--- src/rtl/snoop_bus_arbiter.sv ---
// Round-robin owner of the shared 9-bit snooping bus: broadcasts one processor message
// at a time and, on a read miss, holds the bus until memory replies or times out.
module snoop_bus_arbiter #(
    parameter logic [1:0] READ_HIT    = 2'b00,
    parameter logic [1:0] READ_MISS   = 2'b01,
    parameter int         MEM_TIMEOUT = 15,
    parameter int         TW          = 4
) (
    input  logic       clock,
    input  logic       reset,
    input  logic [2:0] req,
    input  logic [8:0] processador1,
    input  logic [8:0] processador2,
    input  logic [8:0] processador3,
    input  logic [8:0] memory,
    input  logic       mem_valid,
    output logic [2:0] grant,
    output logic [8:0] q,
    output logic       bus_valid,
    output logic       mem_req,
    output logic       timeout_err
);

    localparam logic [8:0]    IDLE_WORD  = {READ_HIT, 7'b0};
    localparam logic [TW-1:0] LAST_COUNT = TW'(MEM_TIMEOUT - 1);

    typedef enum logic [1:0] {IDLE, BROADCAST, WAIT_MEM, REPLY} StateT;

    StateT         r_state, w_nextState;
    logic [2:0]    r_grant, w_nextGrant;
    logic [8:0]    r_q, w_nextQ;
    logic          r_busValid, w_nextBusValid;
    logic          r_memReq, w_nextMemReq;
    logic          r_timeoutErr, w_nextTimeoutErr;
    logic [1:0]    r_lastOwner, w_nextLastOwner;
    logic [TW-1:0] r_count, w_nextCount;
    logic [1:0]    w_selIdx;
    logic [8:0]    w_selMsg;

    // Search for the next requester starting just after the previous owner.
    always_comb begin
        w_selIdx = 2'd0;
        case (r_lastOwner)
            2'd0: begin
                if (req[1])      w_selIdx = 2'd1;
                else if (req[2]) w_selIdx = 2'd2;
                else             w_selIdx = 2'd0;
            end
            2'd1: begin
                if (req[2])      w_selIdx = 2'd2;
                else if (req[0]) w_selIdx = 2'd0;
                else             w_selIdx = 2'd1;
            end
            default: begin
                if (req[0])      w_selIdx = 2'd0;
                else if (req[1]) w_selIdx = 2'd1;
                else             w_selIdx = 2'd2;
            end
        endcase
    end

    always_comb begin
        case (w_selIdx)
            2'd0:    w_selMsg = processador1;
            2'd1:    w_selMsg = processador2;
            default: w_selMsg = processador3;
        endcase
    end

    // Every output is computed one cycle ahead and registered alongside the state.
    always_comb begin
        w_nextState      = r_state;
        w_nextGrant      = r_grant;
        w_nextQ          = IDLE_WORD;
        w_nextBusValid   = 1'b0;
        w_nextMemReq     = 1'b0;
        w_nextTimeoutErr = 1'b0;
        w_nextLastOwner  = r_lastOwner;
        w_nextCount      = '0;
        case (r_state)
            IDLE: begin
                w_nextGrant = 3'b000;
                if (req != 3'b000) begin
                    w_nextState     = BROADCAST;
                    w_nextGrant     = 3'b001 << w_selIdx;
                    w_nextQ         = w_selMsg;
                    w_nextBusValid  = 1'b1;
                    w_nextLastOwner = w_selIdx;
                end
            end
            BROADCAST: begin
                if (r_q[8:7] == READ_MISS) begin
                    w_nextState  = WAIT_MEM;
                    w_nextMemReq = 1'b1;
                end else begin
                    w_nextState = IDLE;
                    w_nextGrant = 3'b000;
                end
            end
            WAIT_MEM: begin
                if (mem_valid) begin
                    w_nextState    = REPLY;
                    w_nextQ        = memory;
                    w_nextBusValid = 1'b1;
                end else if (r_count == LAST_COUNT) begin
                    w_nextState      = IDLE;
                    w_nextGrant      = 3'b000;
                    w_nextTimeoutErr = 1'b1;
                end else begin
                    w_nextMemReq = 1'b1;
                    w_nextCount  = r_count + 1'b1;
                end
            end
            REPLY: begin
                w_nextState = IDLE;
                w_nextGrant = 3'b000;
            end
            default: begin
                w_nextState = IDLE;
                w_nextGrant = 3'b000;
            end
        endcase
    end

    // Pointer resets to P3 so that P1 wins the first arbitration.
    always_ff @(posedge clock or negedge reset) begin
        if (!reset) begin
            r_state      <= IDLE;
            r_grant      <= 3'b000;
            r_q          <= IDLE_WORD;
            r_busValid   <= 1'b0;
            r_memReq     <= 1'b0;
            r_timeoutErr <= 1'b0;
            r_lastOwner  <= 2'd2;
            r_count      <= '0;
        end else begin
            r_state      <= w_nextState;
            r_grant      <= w_nextGrant;
            r_q          <= w_nextQ;
            r_busValid   <= w_nextBusValid;
            r_memReq     <= w_nextMemReq;
            r_timeoutErr <= w_nextTimeoutErr;
            r_lastOwner  <= w_nextLastOwner;
            r_count      <= w_nextCount;
        end
    end

    assign grant       = r_grant;
    assign q           = r_q;
    assign bus_valid   = r_busValid;
    assign mem_req     = r_memReq;
    assign timeout_err = r_timeoutErr;

endmodule

--- config.mk ---
export PLATFORM = sky130hd
export DESIGN_NAME = snoop_bus_arbiter
export DESIGN_NICKNAME = d
export VERILOG_FILES = /design/src/rtl/snoop_bus_arbiter.sv
export SDC_FILE = /design/constraint.sdc
export NUM_CORES = 1
export LEC_CHECK = 0
export BUFFER_PORTS_ARGS = -buffer_cell sky130_fd_sc_hd__clkbuf_2
export CORE_UTILIZATION = 40
export DETAILED_ROUTE_END_ITERATION = 10
export GPL_TIMING_DRIVEN = 0
export PLACE_DENSITY = 0.69
export SYNTH_ARGS = -nofsm -noshare
export SYNTH_HDL_FRONTEND = slang
export SYNTH_SLANG_ARGS = --single-unit
--- constraint.sdc ---
create_clock -name clock -period 4.15 [get_ports clock]
set_clock_uncertainty 0.05 [all_clocks]
set_input_delay 1.245 -clock clock [delete_from_list [all_inputs] [get_ports clock]]
set_output_delay 1.245 -clock clock [all_outputs]
set_load 0.05 [all_outputs]
==> results.py <==
metrics = {
    "status": {
        "status": "finished clean",
    },
    "clocking": {
        "hold_buffers": 0,
        "cts_buffer_depth": 2,
        "cts_buffers": 3,
        "cts.repair.resized": 0,
        "clk_latency_ns": 0.31,
        "cts_setup_buffers": 0,
        "htreeDepth": 1,
        "root_buffer": "clkbuf_4",
        "clk_pin_slew_ns": 0.12,
        "clkSinkCount": 23,
        "tritoncts": "done",
    },
    "hold_path": {
        "min_path_type": "reg2reg",
        "min_from": "r_count[0]",
        "holdPathEnd": "r_count[0]",
        "hold_depth": 1,
    },
    "synthesis": {
        "synthCells": 115,
        "synthesis.area_sq_mm": 0.00117,
        "synth-compound-area-share_pct": 16.0,
        "yosysMostFrequentCell": "dfrtp_1",
        "ys_warn_count": 0,
        "netlist.area_leader.share_pct": 47.0,
        "yosys_most_used_dff": "dfrtp_1",
        "synthMuxAreaShare_pct": 0.961,
        "synth_common_cells": "dfrtp_1, nand2_1, nand3_1",
        "synth_cell_type_count": 31,
        "async_flop_share_pct": 100,
        "synthAdderAreaFrac_pct": 5.34,
        "synth_edf_count": 0,
        "yosys.area_share.simple_pct": 24.5,
        "synth-xor-area-share_pct": 1.49,
        "synth_area_leader_cell": "dfrtp_1",
        "synth.yosys.seq_area_share_pct": 49.2,
        "avgSynthCellArea_sq_um": 10.2,
        "synth_top_family_by_area": "simple AND/OR/NAND/NOR gates",
        "synth_area_leaders": "dfrtp_1, a32oi_1, ha_1",
        "synth_seq_cells": 23,
        "synth_nets": 162,
    },
    "place": {
        "gp_congestion": 0.799,
        "dp_hpwl_um": 2140,
        "post_dp_cell_area_sq_mm": 0.00149,
        "dp.cells": 202,
        "pre_cts_ws_ns": 1.71,
        "io_buffers": 56,
    },
    "critical_path": {
        "required_ns": 2.85,
        "r2r_slack_ns": 2.39,
        "path_cells": "clkbuf_2",
        "cp_num_buf_inv": 1,
        "crit_path_start": "q[7]",
        "reg2reg_to": "grant[0]",
        "r2r-start": "r_state[1]",
        "critPathMaxStageDelay_ns": 0.39,
        "crit_fanout": 2,
        "worstSetupPathType": "reg2out",
        "arrival_ns": 0.99,
        "r2r_cells": 5,
        "critPathLaunchType": "register",
        "cp_top_family": "flip-flops",
        "end_kind": "primary output",
        "slowest_stage": "dfrtp_1",
    },
    "sta": {
        "relSlewSlack_pct": 61.8,
        "fmax_mhz": 439,
        "rsz0062_at_grt": "false",
        "timing.setup.tns_ns": 0,
        "min_period_ns": 2.28,
        "setup_ws_ns": 1.87,
        "worst_pin_slew_ns": 0.572,
        "setup_viol": 0,
        "slew_violations": 0,
        "holdWs_ns": 0.461,
        "hold_violations": 0,
        "fin_crit_sh_pct": 54.9,
    },
    "final_layout": {
        "drive_above_1_share_pct": 40.0,
        "antenna_cells": 0,
        "fin_nets": 223,
        "stdcell_area_sq_mm": 0.00152,
        "areaGrowthSynthToFinish_pct": 29.5,
        "utilization_pct": 55.0,
        "seqCellArea_sq_um": 577,
        "instances_no_fill": 206,
        "multi_input_area_sq_um": 567,
        "fill_cells": 251,
    },
    "routing": {
        "wl_um": 2790,
        "drcViolationCount": 0,
        "drt-vias-per-instance": 5.40,
        "vias": 1113,
        "drt_pass1_iterations": 4,
        "postRouteAntennaNets": 0,
        "wl_per_cell_um": 13.5,
        "first_iter_violations": 43,
    },
    "global_route": {
        "grt_pass1_vias": 1063,
        "overflow": 0,
        "antenna_found_initial": 0,
        "grt_max_degree": 24,
        "grt_pass1_wl_um": 4740,
        "track_usage_pct": 19.3,
    },
    "power_and_ir_drop": {
        "power.density_mw_per_mm2": 653,
        "report.power.total_mw": 0.991,
        "power.leakage_nw": 0.777,
        "ir_drop_v": 0.000536,
    },
    "die": {
        "placementRows": 19,
        "ioPinCount": 57,
        "die_area_sq_mm": 0.00315,
        "core_area_sq_mm": 0.00276,
        "dieWidth_um": 56.1,
        "die_h_um": 56.1,
        "start_util_pct": 42.5,
    },
    "run": {
        "maxCapViolCount": 0,
    },
}
==> metal layers <==
metal	track usage [%]	wire length [um]	part of all wire (%)
met1	24.7	1230	44
met2	31.1	1370	49
met3	4.88	140	5.0
met4	8.01	48	1.7
met5	0	0	0
==> registers in the layout (all words and copies together) (netlist names) <==
name,cells
r_state,2
r_lastOwner,2
timeout_err,1
r_count,4
q,9
mem_req,1
grant,3
bus_valid,1
==> area by class of cell <==
cell class,count,share of cell area (%)
Timing Repair Buffer,56,18.5
Clock buffer,4,1.73
Inverter,3,0.742
Sequential cell,23,38.0
Buffer,4,1.15
Multi-Input combinational cell,85,37.3
Tap cell,31,2.56
==> worst max path at each step <==
stage               depth (start not counted)  endpoint
floorplan                                   4  grant[1]
global placement                            5  grant[2]
detailed placement                          5  grant[1]
CTS                                         1      q[7]
global route                                1      q[7]
finish                                      1      q[7]
==> power by group <==
group	total (mW)	leakage, nW	switching, mW	internal (mW)
logic	0.545	0.459	0.397	0.148
clock network	0.103	0.0150	0.0656	0.0376
registers	0.343	0.302	0.0416	0.301
total	0.991	0.777	0.504	0.487
==> kinds of logic (layout without fill, tap and decap cells) <==
| kind of cell | after synthesis | after routing |
|---|---|---|
| adder cells (fa/ha/maj) | 5 | 5 |
| flip-flops | 23 | 23 |
| AND/OR/NAND/NOR | 56 | 56 |
| AO/OA/AOI/OAI | 21 | 21 |
| multiplexers | 1 | 1 |
| XOR/XNOR | 2 | 2 |
| buffers and inverters | 7 | 67 |
==> layout by cell type, fill, tap and decap left out <==
cell type | netlist | routed
nand3_1 | 11 | 11
dfstp_2 | 1 | 1
o32a_1 | 1 | 1
nor2b_4 | 1 | 1
dfrtp_1 | 22 | 22
a32oi_1 | 9 | 9
and2_1 | 1 | 1
clkbuf_2 | 1 | 57
o21ai_0 | 2 | 2
a21oi_1 | 1 | 1
ha_1 | 5 | 5
nand3_2 | 1 | 1
inv_1 | 3 | 3
a211oi_4 | 1 | 1
nor3_1 | 1 | 1
buf_2 | 1 | 1
clkbuf_1 | 2 | 3
nor2b_2 | 1 | 1
xnor2_1 | 1 | 1
o32ai_1 | 1 | 1
nor2b_1 | 1 | 1
nand4_1 | 9 | 9
and2_2 | 1 | 1
o22ai_2 | 2 | 2
xor2_1 | 1 | 1
clkbuf_4 | 0 | 3
o21a_1 | 2 | 2
mux2_2 | 1 | 1
o31ai_1 | 2 | 2
nand2_1 | 16 | 16
nand2b_1 | 4 | 4
nor2_1 | 9 | 9
Note: power is estimated with default switching activity, not from simulation.
